===== src/rtl/l2_arbiter.sv =====
// Purpose: arbitrate the single L2 cacheline port between the L1 I-cache (read-only) and the L1 D-cache (read/write).
// Latency: the L2 request is registered one cycle after a request is seen in IDLE; the L1 response is combinational with l2_mem_resp.
// Backpressure: one transaction at a time; requesters hold their request until resp, and an IDLE bubble separates transactions.
// Optional per-requester grant counters are built when the macro L2_ARB_PERF_CNT_EN is defined; otherwise the counter outputs are tied to 0.
module l2_arbiter #(
    parameter int MAX_WAIT = 4
) (
    input  logic           clk,
    input  logic           rst_n,
    input  logic           i_mem_read,
    input  logic [15:0]    i_mem_address,
    output logic [127:0]   i_mem_rdata,
    output logic           i_mem_resp,
    input  logic           d_mem_read,
    input  logic           d_mem_write,
    input  logic [15:0]    d_mem_address,
    input  logic [127:0]   d_mem_wdata,
    output logic [127:0]   d_mem_rdata,
    output logic           d_mem_resp,
    output logic           l2_mem_read,
    output logic           l2_mem_write,
    output logic [15:0]    l2_mem_address,
    output logic [127:0]   l2_mem_wdata,
    input  logic [127:0]   l2_mem_rdata,
    input  logic           l2_mem_resp,
    output logic [15:0]    i_grant_cnt,
    output logic [15:0]    d_grant_cnt
);

    // Wide enough to hold the value MAX_WAIT itself.
    localparam int WCW = $clog2(MAX_WAIT + 1);
    localparam logic [WCW-1:0] WAIT_MAX = WCW'(MAX_WAIT);

    typedef enum logic [1:0] {
        IDLE    = 2'd0,
        SERVE_I = 2'd1,
        SERVE_D = 2'd2
    } state_t;

    state_t         state;
    logic [WCW-1:0] wait_cnt;
    logic           d_req;
    logic           i_starved;
    logic           grant_i;
    logic           grant_d;

    assign d_req = d_mem_read | d_mem_write;

    // Grant decision made in IDLE: D wins by default unless I has been overtaken MAX_WAIT times.
    always_comb begin
        i_starved = (wait_cnt == WAIT_MAX);
        grant_i   = 1'b0;
        grant_d   = 1'b0;
        if (state == IDLE) begin
            grant_i = i_mem_read & (~d_req | i_starved);
            grant_d = d_req & ~(i_mem_read & i_starved);
        end
    end

    // FSM with registered L2 request; the request registers double as the latched address/wdata/op.
    always_ff @(posedge clk or negedge rst_n) begin
        if (!rst_n) begin
            state          <= IDLE;
            l2_mem_read    <= 1'b0;
            l2_mem_write   <= 1'b0;
            l2_mem_address <= '0;
            l2_mem_wdata   <= '0;
            wait_cnt       <= '0;
        end else begin
            case (state)
                IDLE: begin
                    if (grant_i) begin
                        state          <= SERVE_I;
                        l2_mem_read    <= 1'b1;
                        l2_mem_write   <= 1'b0;
                        l2_mem_address <= i_mem_address;
                        l2_mem_wdata   <= '0;
                        wait_cnt       <= '0;
                    end else if (grant_d) begin
                        // Write wins when the D-cache illegally raises both read and write.
                        state          <= SERVE_D;
                        l2_mem_read    <= ~d_mem_write;
                        l2_mem_write   <= d_mem_write;
                        l2_mem_address <= d_mem_address;
                        l2_mem_wdata   <= d_mem_write ? d_mem_wdata : '0;
                        if (!i_mem_read) begin
                            wait_cnt <= '0;
                        end else if (!i_starved) begin
                            wait_cnt <= wait_cnt + WCW'(1);
                        end
                    end else if (!i_mem_read) begin
                        wait_cnt <= '0;
                    end
                end
                SERVE_I, SERVE_D: begin
                    // Completion returns to IDLE, which drops the L2 request and gives the bubble cycle.
                    if (l2_mem_resp) begin
                        state          <= IDLE;
                        l2_mem_read    <= 1'b0;
                        l2_mem_write   <= 1'b0;
                        l2_mem_address <= '0;
                        l2_mem_wdata   <= '0;
                    end
                end
                default: begin
                    state          <= IDLE;
                    l2_mem_read    <= 1'b0;
                    l2_mem_write   <= 1'b0;
                    l2_mem_address <= '0;
                    l2_mem_wdata   <= '0;
                end
            endcase
        end
    end

    // Response steering: only the requester being served sees resp and data, and only in the L2 resp cycle.
    always_comb begin
        i_mem_resp  = (state == SERVE_I) & l2_mem_resp;
        d_mem_resp  = (state == SERVE_D) & l2_mem_resp;
        i_mem_rdata = i_mem_resp ? l2_mem_rdata : '0;
        d_mem_rdata = d_mem_resp ? l2_mem_rdata : '0;
    end

`ifdef L2_ARB_PERF_CNT_EN
    // Grant counters, bumped on each grant edge and left to wrap.
    always_ff @(posedge clk or negedge rst_n) begin
        if (!rst_n) begin
            i_grant_cnt <= '0;
            d_grant_cnt <= '0;
        end else begin
            if (grant_i) begin
                i_grant_cnt <= i_grant_cnt + 16'd1;
            end
            if (grant_d) begin
                d_grant_cnt <= d_grant_cnt + 16'd1;
            end
        end
    end
`else
    assign i_grant_cnt = '0;
    assign d_grant_cnt = '0;
`endif

    // Both requesters must never be answered together.
    a_one_resp: assert property (@(posedge clk) disable iff (!rst_n) !(i_mem_resp && d_mem_resp));

    // An open L2 request stays stable until L2 completes it.
    a_req_hold: assert property (@(posedge clk) disable iff (!rst_n)
        (state != IDLE && !l2_mem_resp) |=> ($stable(l2_mem_address) && $stable(l2_mem_wdata)
                                            && $stable(l2_mem_read) && $stable(l2_mem_write)));

endmodule


===== config.mk =====
export PLATFORM = sky130hd
export DESIGN_NAME = l2_arbiter
export DESIGN_NICKNAME = d
export VERILOG_FILES = /design/src/rtl/l2_arbiter.sv
export SDC_FILE = /design/constraint.sdc
export NUM_CORES = 1
export LEC_CHECK = 0
export CAP_MARGIN = 30
export CORE_AREA = 8 8 281 283
export CTS_CLUSTER_DIAMETER = 150
export CTS_CLUSTER_SIZE = 25
export DETAILED_ROUTE_END_ITERATION = 10
export DIE_AREA = 0 0 289 291
export PLACE_DENSITY = 0.44
export SYNTH_ARGS = -nofsm -noshare
export SYNTH_HDL_FRONTEND = slang
export SYNTH_SLANG_ARGS = --single-unit

===== constraint.sdc =====
create_clock -name clk -period 2.22 [get_ports clk]
set_input_delay 0.444 -clock clk [delete_from_list [all_inputs] [get_ports clk]]
set_output_delay 0.444 -clock clk [all_outputs]
set_load 0.02 [all_outputs]

==> flow_summary.yaml, run 1 <==
logic_synthesis:
  syn-mean-instance-area_um2: 10.3
  synth_area_leaders: "dfrtp_1 (48%), and3_1 (20%), a22o_1 (14%)"
  synth_cell_types: 34
  ys_warn_count: 0
  syn_inst: 769
  synth_top_area_share_pct: 47.9
  yosysTopAreaCell: "dfrtp_1"
  ys_ff_latch: 151
  synth-seq-area-share_pct: 47.9
  synth_area_um2: 7890
sta:
  timing.final.max_slew_violations: 0
  setup_slack_ns: -0.134
  setup_violations: 182
  period_share_pct: 106
  fmax_mhz: 425
  period_minus_slack_ns: 2.35
  rsz0062_at_grt: "yes"
  skew_ns: 0.0118
  finalHoldViolations: 0
floorplanning:
  coreArea_um2: 74800
  dieArea_um2: 84100
  fp.dieW_um: 289
  io_pins: 730
  initial_core_util_pct: 10.6
  num_rows: 101
  die_h_um: 291
grt:
  first_global_vias: 10100
  antenna_found_initial: 29
  grt_max_degree: 80
  grt_util_all_layers_pct: 14.8
  grt_pass1_wl_mm: 87.7
  overflow: 0
route:
  firstDrtPassIters: 4
  num_vias: 9816
  ant_nets: 0
  routedWlPerCell_um: 27.4
  drtIter0Drc: 419
  via_per_inst: 3.91
  totalWireLength_mm: 68.8
  post-route-drc-count: 0
clock_network:
  clkTransAtPathRegs_ns: 0.07
  h-tree-depth: 4
  clockBufferDepth: 2
  cts.sinks: 151
  cts-root-buf: "clkbuf_16"
  cts_inserted_buffers: 17
  tritoncts: "done"
  insertion_delay_ns: 0.45
worst_setup_path:
  crit_path_frequent_cell: "buf_12"
  reg2reg_setup_slack_ns: 0.11
  start_kind: "register"
  r2r-end: "l2_mem_wdata[64]$_DFFE_PN0P_"
  crit_end: "d_mem_rdata[124]"
  cp-end-kind: "output port"
  path_buf_inv: 5
  worstSetupPathDepth: 7
  slowest_stage: "dfrtp_2"
  path_delay_family: "buffers and inverters"
  crit_chain: "inv_2 > ha_4 > buf_12 > buf_12 > buf_16 > and3_4 > buf_6"
  crit_start: "state[0]$_DFFE_PN0P_"
  required_ns: 1.78
  cp_max_fo: 5
  cp.arrival_ns: 1.91
  rr_worst_depth: 8
  worstSetupPathType: "reg -> out"
  r2r-start: "state[1]$_DFFE_PN0P_"
  critPathMaxStageDelay_ns: 0.44
min_path:
  hp-class: "in -> async"
placement:
  gp_congestion: 0.924
  io_buffers: 697
  hpwl_mm: 54.3
  dpl-instance-area_um2: 16400
  post-place-ws_ns: -0.216
cells_and_area:
  drive_gt1_share_pct: 39.1
  final_cell_area_um2: 19200
  final_nets: 1816
  fin_util_pct: 25.7
  syn_to_final_growth_pct: 143
pwr:
  total_power_w: 0.0196
  power_leakage_nw: 8.55
  powerDensity_nw_per_um2: 1020
  peakVddDrop_v: 0.000529
outcome:
  status: "finished with violations"
  violations: "negative setup slack"
run:
  drv_cap: 0
[layout by cell type (no fill, tap or decap), drive strengths merged, types with 11 or more instances in the layout]
cell type	Yosys	layout
clkbuf	76	41
and3	256	256
clkdlybuf4s50	0	434
a22o	129	129
a21oi	16	16
inv	5	11
buf	57	373
a31oi	16	16
dfrtp	151	151
nand4	17	17
o211ai	17	17
conb	1	32
[layer usage]
metal  share of wire [%]  wire (µm)  track usage [%]  vias to the layer above
li1                    -          -                -                     4340
met1                  38      25900             16.4                     4838
met2                  52      35500             27.1                      532
met3                 8.4       5750             4.91                      104
met4                 2.4       1630             3.29                        2
met5               0.012          8                0                        -
[report_power, final]
group	switching [W]	internal (W)
Sequential	0.000594	0.00370
Clock	0.00136	0.00164
Combinational	0.00609	0.00624
[flip-flops by register name, indices dropped and copies added (netlist names)]
signal	cells
wait_cnt	3
l2_mem_read	1
l2_mem_address	16
l2_mem_wdata	128
state	2
l2_mem_write	1
[timing repair]
action	CTS	global route
gates cloned	9	20
endpoints found under the setup margin	253	258
resized for setup	569	785
buffers inserted	11	20
hold endpoints to repair	33	0
pin swaps	1	3
hold buffers	1	0
[worst min path at each step]
| stage | end | startpoint | slack, ns |
|---|---|---|---|
| after global placement | l2_mem_wdata[52]$_DFFE_PN0P_ | rst_n | 0.40 |
| after CTS | l2_mem_wdata[52]$_DFFE_PN0P_ | rst_n | 0.47 |
| after floorplan | l2_mem_address[0]$_DFFE_PN0P_ | rst_n | 0.15 |
| after global routing | l2_mem_wdata[115]$_DFFE_PN0P_ | rst_n | 0.48 |
| final | l2_mem_wdata[115]$_DFFE_PN0P_ | rst_n | 0.48 |
| after detailed placement | l2_mem_wdata[115]$_DFFE_PN0P_ | rst_n | 0.41 |
[metrics by stage]
step	setup TNS [ns]	instances	hold WS (ns)
4_1_cts	-38.25	2470	0.468
3_3_place_gp	-28.13	2417	0.399
2_1_floorplan	0	800	0.148
3_5_place_dp	-28.34	2417	0.408
6_report	-10.92	2510	0.478
5_1_grt	-27.65	2508	0.483
[synth_stat cells, drive strengths merged]
| cell type | count |
|---|---|
| and4 | 1 |
| o2bb2ai | 1 |
| nand2b | 1 |
| and2 | 3 |
| and3 | 256 |
| ha | 5 |
| nand2 | 3 |
| inv | 5 |
| a21oi | 16 |
| buf | 57 |
| conb | 1 |
| or3 | 1 |
| o21ai | 3 |
| o211ai | 17 |
| clkinv | 1 |
| or4b | 1 |
| nand3 | 1 |
| nor2 | 1 |
| a2bb2oi | 1 |
| a21o | 1 |
| a31oi | 16 |
| nand4 | 17 |
| dfrtp | 151 |
| clkbuf | 76 |
| a22o | 129 |
| o22ai | 1 |
| o22a | 1 |
| mux2i | 1 |
| a32o | 1 |
[area by class of cell]
| class | instances | area (µm²) |
|---|---|---|
| Antenna cell | 2 | 5.00 |
| Sequential cell | 151 | 3780 |
| Clock buffer | 19 | 453 |
| Fill cell | 7920 | 55600 |
| Timing Repair Buffer | 831 | 9260 |
| Tap cell | 978 | 1220 |
| Multi-Input combinational cell | 510 | 4320 |
| Clock inverter | 13 | 139 |
| Inverter | 6 | 22.5 |
[kinds of logic (layout without fill, tap and decap cells)]
group | Yosys count | in the layout | synth area share (%)
muxes | 1 | 1 | 0.127
buffers and inverters | 139 | 869 | 9.54
DFF | 151 | 151 | 47.9
and+or+nand+nor | 285 | 285 | 22.6
AOI/OAI and AO/OA | 187 | 187 | 19.0
other | 1 | 34 | 0.0475
adders and majority gates | 5 | 5 | 0.793
(Power assumes the default switching activity.)
==> run 2: changes to the inputs <==
--- a/config.mk
+++ b/config.mk
@@ -6,12 +6,13 @@
 export NUM_CORES = 1
 export LEC_CHECK = 0
 export CAP_MARGIN = 30
-export CORE_AREA = 8 8 281 283
+export CORE_AREA = 8 8 277 279
 export CTS_CLUSTER_DIAMETER = 150
 export CTS_CLUSTER_SIZE = 25
 export DETAILED_ROUTE_END_ITERATION = 10
-export DIE_AREA = 0 0 289 291
-export PLACE_DENSITY = 0.44
+export DIE_AREA = 0 0 285 287
+export PLACE_DENSITY = 0.45
+export REMOVE_ABC_BUFFERS = 1
 export SYNTH_ARGS = -nofsm -noshare
 export SYNTH_HDL_FRONTEND = slang
 export SYNTH_SLANG_ARGS = --single-unit
==> constraint.sdc (replaced) <==
create_clock -name clk -period 2.8 [get_ports clk]
set_input_delay 0.56 -clock clk [delete_from_list [all_inputs] [get_ports clk]]
set_output_delay 0.56 -clock clk [all_outputs]
set_load 0.02 [all_outputs]
==> flow_summary.yaml, run 2 (synthesis results as in run 1) <==
cells_and_area:
  layout_commonest_cell: "clkdlybuf4s50_1"
  regMostFlops: "l2_mem_wdata"
  drive_gt1_share_pct: 8.98
  syn_to_final_growth_pct: 111
  fin_util_pct: 23.1
  final_cell_mix: "clkdlybuf4s50_1 (437), and3_1 (252), dlygate4sd2_1 (188), dfrtp_1 (151), a22o_1 (129)"
  largestRegisters: "l2_mem_wdata: 128 flops, l2_mem_address: 16 flops, wait_cnt: 3 flops"
  final_nets: 1734
  nFillCells: 7888
  largest_reg_flops: 128
pwr:
  powerDensity_nw_per_um2: 790
  power_leakage_nw: 8.88
  peakVddDrop_v: 0.000459
worst_setup_path:
  path_delay_family: "buffers and inverters"
  worstSetupPathType: "reg -> out"
  start_kind: "register"
  path_buf_inv: 4
  cp.arrival_ns: 2.14
  cp_max_fo: 36
  worstSetupPathDepth: 6
  required_ns: 2.24
  crit_chain: "inv_1 > ha_4 > buf_4 > clkbuf_16 > and3_1 > dlygate4sd2_1"
  slowest_stage: "dfrtp_1"
  cp-end-kind: "output port"
  rr_worst_depth: 6
  critPathMaxStageDelay_ns: 0.42
floorplanning:
  coreArea_um2: 72300
  initial_core_util_pct: 10.9
  dieArea_um2: 81800
  die_h_um: 287
  num_rows: 99
  io_pins: 730
  fp.dieW_um: 285
sta:
  fmax_mhz: 370
  worstMarginPinSlew_ns: 0.507
  skew_ns: 0.0211
  relSlewSlack_pct: 66.1
  timing.final.max_slew_violations: 0
  period_share_pct: 96.5
  period_minus_slack_ns: 2.70
  rsz0062_at_grt: "no"
  hold_ws_ns: 0.0346
  finalHoldViolations: 0
  setup_violations: 0
grt:
  overflow: 0
  grt_util_all_layers_pct: 14.4
  antenna_found_initial: 46
  grt_max_degree: 78
  grt_pass1_wl_mm: 83.6
  first_global_vias: 9745
route:
  top_layer_used: "met5"
  wl_met3_mm: 5.81
  wl_met1_mm: 23.7
  routedWlPerCell_um: 26.1
  via_per_inst: 3.86
  post-route-drc-count: 0
  wl_met2_mm: 32.3
  firstDrtPassIters: 5
  num_vias: 9324
  totalWireLength_mm: 63.0
  drtIter0Drc: 395
  ant_nets: 0
placement:
  gp_congestion: 0.864
  io_buffers: 697
  hpwl_mm: 52.5
run:
  drv_cap: 0
clock_network:
  clockBufferDepth: 2
  h-tree-depth: 4
  cts_inserted_buffers: 17
  tritoncts: "done"
  clkTransAtPathRegs_ns: 0.08
  hold_buffers: 0
  cts-root-buf: "clkbuf_16"
  insertion_delay_ns: 0.45
  cts.sinks: 151
min_path:
  hp-class: "in -> async"
outcome:
  status: "complete, no violations"
[run 2: cell types whose count changed in the layout (fill, tap and decap cells not counted), sizes merged, moves of 6 or more]
| cell | change |
|---|---|
| buf | -305 |
| dlygate4sd2 | +188 |
| dlymetal6s2s | +25 |
| clkdlybuf4s15 | +23 |
| clkbuf | -17 |
| diode | +6 |
[run 2: worst paths after layout]
| path | startpoint | endpoint | slack (ns) |
|---|---|---|---|
| min reg2reg | l2_mem_write$_DFFE_PN0P_ | l2_mem_write$_DFFE_PN0P_ | 0.48 |
| max reg2reg | state[0]$_DFFE_PN0P_ | l2_mem_wdata[4]$_DFFE_PN0P_ | 0.58 |
| max in group asynchronous | rst_n | l2_mem_wdata[10]$_DFFE_PN0P_ | 2.10 |
| max | state[1]$_DFFE_PN0P_ | i_mem_rdata[103] | 0.1 |
| min in group clk | l2_mem_write$_DFFE_PN0P_ | l2_mem_write$_DFFE_PN0P_ | 0.48 |
| min | rst_n | l2_mem_wdata[101]$_DFFE_PN0P_ | 0.03 |
[run 2: worst register-to-register path: stages (launching register included)]
cell	delay, ns
dfrtp_1	0.43
inv_1	0.14
ha_1	0.22
buf_4	0.22
and4_4	0.47
buf_4	0.46
a22o_1	0.23
[run 2: layer usage]
layer | track usage (%) | vias up
li1 | - | 4166
met1 | 15.7 | 4438
met2 | 26.3 | 603
met3 | 5.45 | 103
met4 | 2.81 | 14
met5 | 0 | -
[run 2: timing repair]
item / 4_1_cts / 5_1_grt
pin swaps: 1 / 0
cloned: 1 / 1
endpoints found under the setup margin: 243 / 65
gates resized for setup: 258 / 42
setup buffers: 0 / 2
[run 2: final cells by class]
| class | instances | area [µm²] | share of cell area (%) |
|---|---|---|---|
| inverter | 6 | 22.5 | 0.135 |
| clock inverter | 15 | 194 | 1.16 |
| multi-input combinational | 510 | 3530 | 21.2 |
| clock buffer | 17 | 425 | 2.55 |
| antenna | 8 | 20.0 | 0.120 |
| timing repair buffer | 749 | 7510 | 45.0 |
| tap | 959 | 1200 | 7.19 |
| sequential | 151 | 3780 | 22.7 |
[run 2: through the flow]
step	setup WS, ns	total power [W]	cells	TNS (ns)	area [µm²]
final	0.0983	0.0132	2415	0	16700
after global routing	0.00200	0.0140	2408	0	16700
after CTS	-0.130	0.0134	2404	-0.199	16600
after detailed placement	0.146	0.0109	2371	0	16100
after global placement	0.145	0.0109	2371	0	16100
after floorplan	-1.19	0.00656	667	-171.80	7280
[run 2: power breakdown]
part / switching, W / leakage [nW] / internal [W]
Clock: 0.00122 / 0.300 / 0.00123
Combinational: 0.00407 / 6.57 / 0.00324
Sequential: 0.000489 / 2.00 / 0.00293
Total: 0.00578 / 8.88 / 0.00740
